--- config.mk ---
export PLATFORM = sky130hd
export DESIGN_NAME = icache_direct_mapped_flat
export DESIGN_NICKNAME = d
export VERILOG_FILES = /design/src/rtl/icache_direct_mapped_if.sv /design/src/rtl/icache_direct_mapped.sv /design/src/flat_wrapper.sv
export SDC_FILE = /design/constraint.sdc
export NUM_CORES = 2
export LEC_CHECK = 0
export BUFFER_PORTS_ARGS = -buffer_cell sky130_fd_sc_hd__buf_2
export CAP_MARGIN = 0
export CORE_UTILIZATION = 25
export DETAILED_ROUTE_END_ITERATION = 8
export PLACE_DENSITY = 0.36
export SLEW_MARGIN = 10
export SYNTH_ARGS = -nofsm -noshare
export SYNTH_HDL_FRONTEND = slang
export SYNTH_SLANG_ARGS = --single-unit
--- constraint.sdc ---
create_clock -name clk_in -period 15.4 [get_ports clk_in]
set_clock_uncertainty 0.1 [all_clocks]
set_input_delay 3.08 -clock clk_in [delete_from_list [all_inputs] [get_ports clk_in]]
set_output_delay 3.08 -clock clk_in [all_outputs]
set_load 0.01 [all_outputs]
--- src/rtl/icache_direct_mapped_if.sv ---
// Bundle of the fetch-side and memory-side signals of the direct-mapped
// instruction cache. The cache uses the slave view. The fetch stage and the
// memory controller, or a bench standing in for them, use the master view.
interface icache_direct_mapped_if;
    // fetch stage side
    logic         fetch_en;
    logic [31:0]  fetch_pc;
    logic         flush;
    logic         instr_valid;
    logic [31:0]  instr;
    // memory controller side
    logic         mem_query_en;
    logic [31:0]  mem_head_addr;
    logic         mem_block_en;
    logic [127:0] mem_block_data;

    modport slave (
        input  fetch_en, fetch_pc, flush, mem_block_en, mem_block_data,
        output instr_valid, instr, mem_query_en, mem_head_addr
    );

    modport master (
        output fetch_en, fetch_pc, flush, mem_block_en, mem_block_data,
        input  instr_valid, instr, mem_query_en, mem_head_addr
    );
endinterface

--- src/rtl/icache_direct_mapped.sv ---
// Direct-mapped instruction cache. A hit answers one cycle after the fetch.
// A miss requests one aligned 4-word block from memory, installs it, and
// forwards the requested word straight from the fill data. Any response
// that is pending when a flush arrives is dropped.
module icache_direct_mapped #(
    parameter int INDEX_WIDTH = 4,
    parameter int BLOCK_WIDTH = 2
) (
    input  logic                    clk_in,
    input  logic                    rst_in,
    input  logic                    rdy_in,
    icache_direct_mapped_if.slave   bus
);
    localparam int LINES     = 1 << INDEX_WIDTH;
    localparam int TAG_WIDTH = 32 - 4 - INDEX_WIDTH;
    localparam int BLK_WIDTH = 28;   // pc[31:4]: block number

    typedef enum logic [0:0] {
        ST_IDLE = 1'b0,
        ST_FILL = 1'b1
    } state_t;

    // Selects the 32-bit word at a given word offset inside a 128-bit block.
    function automatic logic [31:0] word_sel(input logic [127:0] blk, input logic [1:0] off);
        logic [31:0] w;
        case (off)
            2'd0:    w = blk[31:0];
            2'd1:    w = blk[63:32];
            2'd2:    w = blk[95:64];
            2'd3:    w = blk[127:96];
            default: w = 32'h0000_0000;
        endcase
        return w;
    endfunction

    // line storage
    logic [LINES-1:0]     valid_q;
    logic [TAG_WIDTH-1:0] tag_q  [LINES];
    logic [127:0]         data_q [LINES];

    // control registers
    state_t               state_q,       state_d;
    logic [BLK_WIDTH-1:0] blk_q,         blk_d;     // latched miss block number
    logic [1:0]           off_q,         off_d;     // latched miss word offset
    logic                 drop_q,        drop_d;    // response must be discarded
    logic                 instr_valid_q, instr_valid_d;
    logic [31:0]          instr_q,       instr_d;

    logic                   line_we_s;
    logic [INDEX_WIDTH-1:0] fetch_idx_s;
    logic [TAG_WIDTH-1:0]   fetch_tag_s;
    logic [INDEX_WIDTH-1:0] fill_idx_s;
    logic [TAG_WIDTH-1:0]   fill_tag_s;
    logic                   hit_s;
    logic [31:0]            hit_word_s;
    logic [1:0]             unused_pc_s;

    // The byte offset within a word never matters to an instruction fetch.
    assign unused_pc_s = bus.fetch_pc[1:0];

    assign fetch_idx_s = bus.fetch_pc[3+INDEX_WIDTH:4];
    assign fetch_tag_s = bus.fetch_pc[31:4+INDEX_WIDTH];
    assign fill_idx_s  = blk_q[INDEX_WIDTH-1:0];
    assign fill_tag_s  = blk_q[BLK_WIDTH-1:INDEX_WIDTH];
    assign hit_s       = valid_q[fetch_idx_s] && (tag_q[fetch_idx_s] == fetch_tag_s);
    assign hit_word_s  = word_sel(data_q[fetch_idx_s], bus.fetch_pc[3:2]);

    // The request drops in the same cycle the block arrives, so the memory
    // controller never sees a second request for the same block. It comes
    // straight from state, so a reset withdraws it at once.
    assign bus.mem_query_en  = (state_q == ST_FILL) && !bus.mem_block_en;
    assign bus.mem_head_addr = {blk_q, 4'b0000};
    assign bus.instr_valid   = instr_valid_q;
    assign bus.instr         = instr_q;

    // Next-state and response logic. When rdy_in is low, nothing changes.
    always_comb begin
        state_d       = state_q;
        blk_d         = blk_q;
        off_d         = off_q;
        drop_d        = drop_q;
        instr_valid_d = instr_valid_q;
        instr_d       = instr_q;
        line_we_s     = 1'b0;
        if (rdy_in) begin
            instr_valid_d = 1'b0;
            case (state_q)
                ST_IDLE: begin
                    if (bus.flush) begin
                        // a flush wins over a fetch in the same cycle; no lookup
                        state_d = ST_IDLE;
                    end else if (bus.fetch_en) begin
                        if (hit_s) begin
                            instr_valid_d = 1'b1;
                            instr_d       = hit_word_s;
                        end else begin
                            blk_d   = bus.fetch_pc[31:4];
                            off_d   = bus.fetch_pc[3:2];
                            drop_d  = 1'b0;
                            state_d = ST_FILL;
                        end
                    end else begin
                        state_d = ST_IDLE;
                    end
                end
                ST_FILL: begin
                    // the memory controller cannot cancel, so a flush only
                    // marks the response for dropping
                    if (bus.flush) begin
                        drop_d = 1'b1;
                    end else begin
                        drop_d = drop_q;
                    end
                    if (bus.mem_block_en) begin
                        line_we_s = 1'b1;
                        state_d   = ST_IDLE;
                        if (!drop_q && !bus.flush) begin
                            instr_valid_d = 1'b1;
                            instr_d       = word_sel(bus.mem_block_data, off_q);
                        end else begin
                            instr_valid_d = 1'b0;
                        end
                    end else begin
                        state_d = ST_FILL;
                    end
                end
                default: begin
                    state_d = ST_IDLE;
                end
            endcase
        end else begin
            line_we_s = 1'b0;
        end
    end

    // Control registers and line valid bits, cleared by the asynchronous reset.
    always_ff @(posedge clk_in or negedge rst_in) begin
        if (!rst_in) begin
            state_q       <= ST_IDLE;
            blk_q         <= '0;
            off_q         <= 2'b00;
            drop_q        <= 1'b0;
            instr_valid_q <= 1'b0;
            instr_q       <= 32'h0000_0000;
            valid_q       <= '0;
        end else begin
            state_q       <= state_d;
            blk_q         <= blk_d;
            off_q         <= off_d;
            drop_q        <= drop_d;
            instr_valid_q <= instr_valid_d;
            instr_q       <= instr_d;
            if (line_we_s) begin
                valid_q[fill_idx_s] <= 1'b1;
            end
        end
    end

    // Tag and data arrays are covered by the valid bits, so they are not reset.
    always_ff @(posedge clk_in) begin
        if (line_we_s) begin
            tag_q[fill_idx_s]  <= fill_tag_s;
            data_q[fill_idx_s] <= bus.mem_block_data;
        end
    end
endmodule

--- src/flat_wrapper.sv ---
// flat-port wrapper written by rule: the top's interface ports become plain ports
module icache_direct_mapped_flat 
#(
    parameter int INDEX_WIDTH = 4,
    parameter int BLOCK_WIDTH = 2
)
  (clk_in, rst_in, rdy_in, bus_fetch_en, bus_fetch_pc, bus_flush, bus_mem_block_en, bus_mem_block_data, bus_instr_valid, bus_instr, bus_mem_query_en, bus_mem_head_addr);
  icache_direct_mapped_if bus_i ();
  input  logic clk_in;
  input  logic rst_in;
  input  logic rdy_in;
  input wire logic [$bits(bus_i.fetch_en)-1:0] bus_fetch_en;
  input wire logic [$bits(bus_i.fetch_pc)-1:0] bus_fetch_pc;
  input wire logic [$bits(bus_i.flush)-1:0] bus_flush;
  input wire logic [$bits(bus_i.mem_block_en)-1:0] bus_mem_block_en;
  input wire logic [$bits(bus_i.mem_block_data)-1:0] bus_mem_block_data;
  output wire logic [$bits(bus_i.instr_valid)-1:0] bus_instr_valid;
  output wire logic [$bits(bus_i.instr)-1:0] bus_instr;
  output wire logic [$bits(bus_i.mem_query_en)-1:0] bus_mem_query_en;
  output wire logic [$bits(bus_i.mem_head_addr)-1:0] bus_mem_head_addr;
  assign bus_i.fetch_en = bus_fetch_en;
  assign bus_i.fetch_pc = bus_fetch_pc;
  assign bus_i.flush = bus_flush;
  assign bus_i.mem_block_en = bus_mem_block_en;
  assign bus_i.mem_block_data = bus_mem_block_data;
  assign bus_instr_valid = bus_i.instr_valid;
  assign bus_instr = bus_i.instr;
  assign bus_mem_query_en = bus_i.mem_query_en;
  assign bus_mem_head_addr = bus_i.mem_head_addr;
  icache_direct_mapped #(.INDEX_WIDTH(INDEX_WIDTH), .BLOCK_WIDTH(BLOCK_WIDTH)) u_core (.clk_in(clk_in), .rst_in(rst_in), .rdy_in(rdy_in), .bus(bus_i));
endmodule
==> metrics.txt <==
post-synth cell types 72; final core utilization 29.4%; normalized max-slew margin 16.5%; max-slew violations 0; Leak 36.1 nW; Tot GR Track Use 16.3%; Cells after Synth 4420; I/O Buffers 225; Clock Latency Late Sink 0.93 ns; critical setup path kind primary input to flop; ys async rst share 3.22%; Total Die Area 394000 um^2; CP endpoint u_core.bus.instr[31]; 1st-iter DRT viols 3841; Clk pin slew, worst setup/hold paths 0.05 ns; DRT Pass-1 Iters 7; Avg Cell Area, Syn 22.1 um^2; most common cell after layout, fill and taps aside edfxtp_1; Synth Flop Type edfxtp_1; Longest Clk Path Bufs 4; worst slew pin tran 1.25 ns; crit-path cells buf_8 -> buf_4 -> mux4_2 -> mux2i_1 -> mux2i_1 -> xnor2_1 -> nand4_1 -> nor4_4 -> nand4b_4 -> o21ai_4 -> buf_4 -> buf_4 -> mux2_2; total number of vias 47.7k; HP Class flop to flop; Root Driver clkbuf_16; CTS Buf Count 299; CTS tree done; WHS Path Cells 1; Detail Placement HPWL 179000 um; non-filler cells, final 10.3k; core area 389000 um^2; Max IR drop VDD 84.1 uV; num rows 229; Critical Path Stages 13; crit share post-route 50.8%; Nets 5015; reg2reg path depth 8; Worst Setup SP bus_fetch_pc[6]; final-report hold violation count 0; CTS Hold Bufs 0; status finished with violations; max cap viols 0; Worst EP required 16.09 ns; global-route wire length before repair 442000 um; crit-path most repeated cell buf_4; crit-path max cell delay 0.76 ns; Ports 232; Final Critical Period 7.82 ns; fmax 0.128 GHz; r2r setup slk 9.98 ns; Yosys warnings 0; Slowest cell on crit path buf_4; worst-path fanout max 45; post-synthesis sequential area ratio 76.7%; worst r2r src u_core.state_q; vias in the first global route 50.5k; # DRC 49; Initial Util 25.1%; setup_tns 0 ns; delay-heaviest family, CP buffers and inverters; Post-Route WL 325000 um; r2r endpoint u_core.data_q[3][18]; FF+latch count, synth 2513; Arr. time, crit path 8.51 ns; RSZ-0062 raised after global routing false; share of layout cells above drive strength 1 28.8%; met3 wire len 14600 um; Layout area overhead 17.2%; EDFF count, synth 2432; clk sinks 2513; CTS resizes 0; die height 628 um; fill cell count 38.1k; antenna violations before repair 89; wl on met1 142000 um; vias per inst 4.63; Crit path buffers/inverters 4; Post-CTS Setup Inserts 0; final setup fails 0; power density cells 137 nW/um^2; H-tree depth 5; gpl congestion 0.700; DR WL/cell 31.5 um; largest net degree at the start of global routing 111; metal2 WL 160000 um; Worst setup EP type flop; number of placed cells counting well taps 9744; DIE WIDTH 628 um; gr ovfl total 0; top routing layer used met5; Post-DRT Antenna Nets 0; most frequent cells in the layout 2432 x edfxtp_1, 599 x mux4_2, 300 x clkbuf_16, 220 x buf_2, 210 x mux2i_1; Post-Syn Area 97800 um^2; startpoint types primary input; failing checks DRC
## worst min path at each step
stage,from,end,slack [ns]
after floorplan,u_core.valid_q[3],u_core.valid_q[3],0.33
after global placement,u_core.valid_q[3],u_core.valid_q[3],0.34
after detailed placement,u_core.valid_q[0],u_core.valid_q[0],0.35
after CTS,u_core.valid_q[9],u_core.valid_q[9],0.36
after global routing,u_core.valid_q[12],u_core.valid_q[12],0.37
final,u_core.valid_q[9],u_core.valid_q[9],0.35
## metal layers
metal,vias up,global-route usage [%]
met1,26400,21.8
li1,19700,-
met3,481,2.62
met4,28,4.09
met5,-,0
met2,1155,27.6
## worst reg2reg max path, delay by kind of cell, from the launching register on
kind	cells	cell delay [ns]
buffers and inverters	5	3.08
AND/OR/NAND/NOR	3	1.02
flip-flops	1	0.74
## area by class of cell
class	count	area (um^2)	area share [%]
flip-flops and latches	2513	75100	65.5
multi-input cells	1657	21300	18.6
clock buffers	414	8140	7.10
well taps	5197	6500	5.67
repair buffers	364	2440	2.13
clock inverters	123	1020	0.892
diodes	26	65.1	0.0568
inverters	13	62.6	0.0546
## registers in the layout (all words and copies together), names as in the netlist
name and count:
u_core.bus.instr_valid 1, u_core.state_q 1, u_core.data_q 2048, u_core.off_q 2
u_core.valid_q 16, u_core.tag_q 384, u_core.blk_q 28, u_core.drop_q 1
u_core.bus.instr 32
## stage by stage
| stage | area [um^2] | total power [mW] | hold slack (ns) | worst slack [ns] |
|---|---|---|---|---|
| 2_1_floorplan | 97800 | 8.60 | 0.330 | 0.348 |
| 3_3_place_gp | 105000 | 9.20 | 0.343 | 6.52 |
| 3_5_place_dp | 105000 | 9.21 | 0.349 | 6.54 |
| 4_1_cts | 115000 | 16.0 | 0.362 | 7.53 |
| 5_1_grt | 115000 | 16.3 | 0.375 | 7.36 |
| 6_report | 115000 | 15.7 | 0.355 | 7.58 |
## cells by family (layout without fill, tap and decap cells)
| kind of cell | count (synthesis) | after routing | share of synthesized area, % |
|---|---|---|---|
| AO/OA/AOI/OAI | 337 | 337 | 2.47 |
| XOR/XNOR | 23 | 23 | 0.206 |
| adder cells (fa/ha/maj) | 1 | 1 | 0.0128 |
| buffers and inverters | 253 | 914 | 1.67 |
| flip-flops | 2513 | 2513 | 76.7 |
| multiplexers | 891 | 891 | 17.0 |
| other | 1 | 30 | 0.00383 |
| AND/OR/NAND/NOR | 401 | 401 | 1.87 |
## where the power goes
part           switching [mW]  internal [mW]  total [mW]
clock network            2.90           3.83        6.73
logic                   0.691          0.430        1.12
registers               0.175           7.72        7.90
total                    3.76           12.0        15.7
## cell usage after synthesis (8+ instances only)
library cell / number / share of area (%)
edfxtp_1: 2432 / 75
mux4_2: 599 / 14
mux2i_1: 210 / 2.1
nand2_1: 180 / 0.69
nor2_1: 87 / 0.33
dfrtp_1: 81 / 2.1
clkbuf_1: 65 / 0.25
buf_2: 62 / 0.32
o21ai_0: 60 / 0.31
buf_4: 50 / 0.38
a21oi_1: 40 / 0.20
a22oi_1: 38 / 0.29
buf_6: 38 / 0.44
o22ai_1: 38 / 0.24
a221oi_1: 37 / 0.33
nand3_1: 34 / 0.17
mux2_1: 29 / 0.33
mux2_4: 26 / 0.40
mux2_2: 23 / 0.26
a211oi_1: 18 / 0.14
nor3_1: 18 / 0.092
or2_2: 17 / 0.11
a31oi_1: 16 / 0.10
xnor2_1: 16 / 0.14
buf_1: 15 / 0.058
nand4_1: 14 / 0.090
nor2b_1: 14 / 0.090
a221o_1: 11 / 0.11
o221ai_1: 11 / 0.098
nand2b_1: 9 / 0.058
o211ai_1: 9 / 0.069
inv_1: 8 / 0.031
Power figures use the tool's default switching activity.
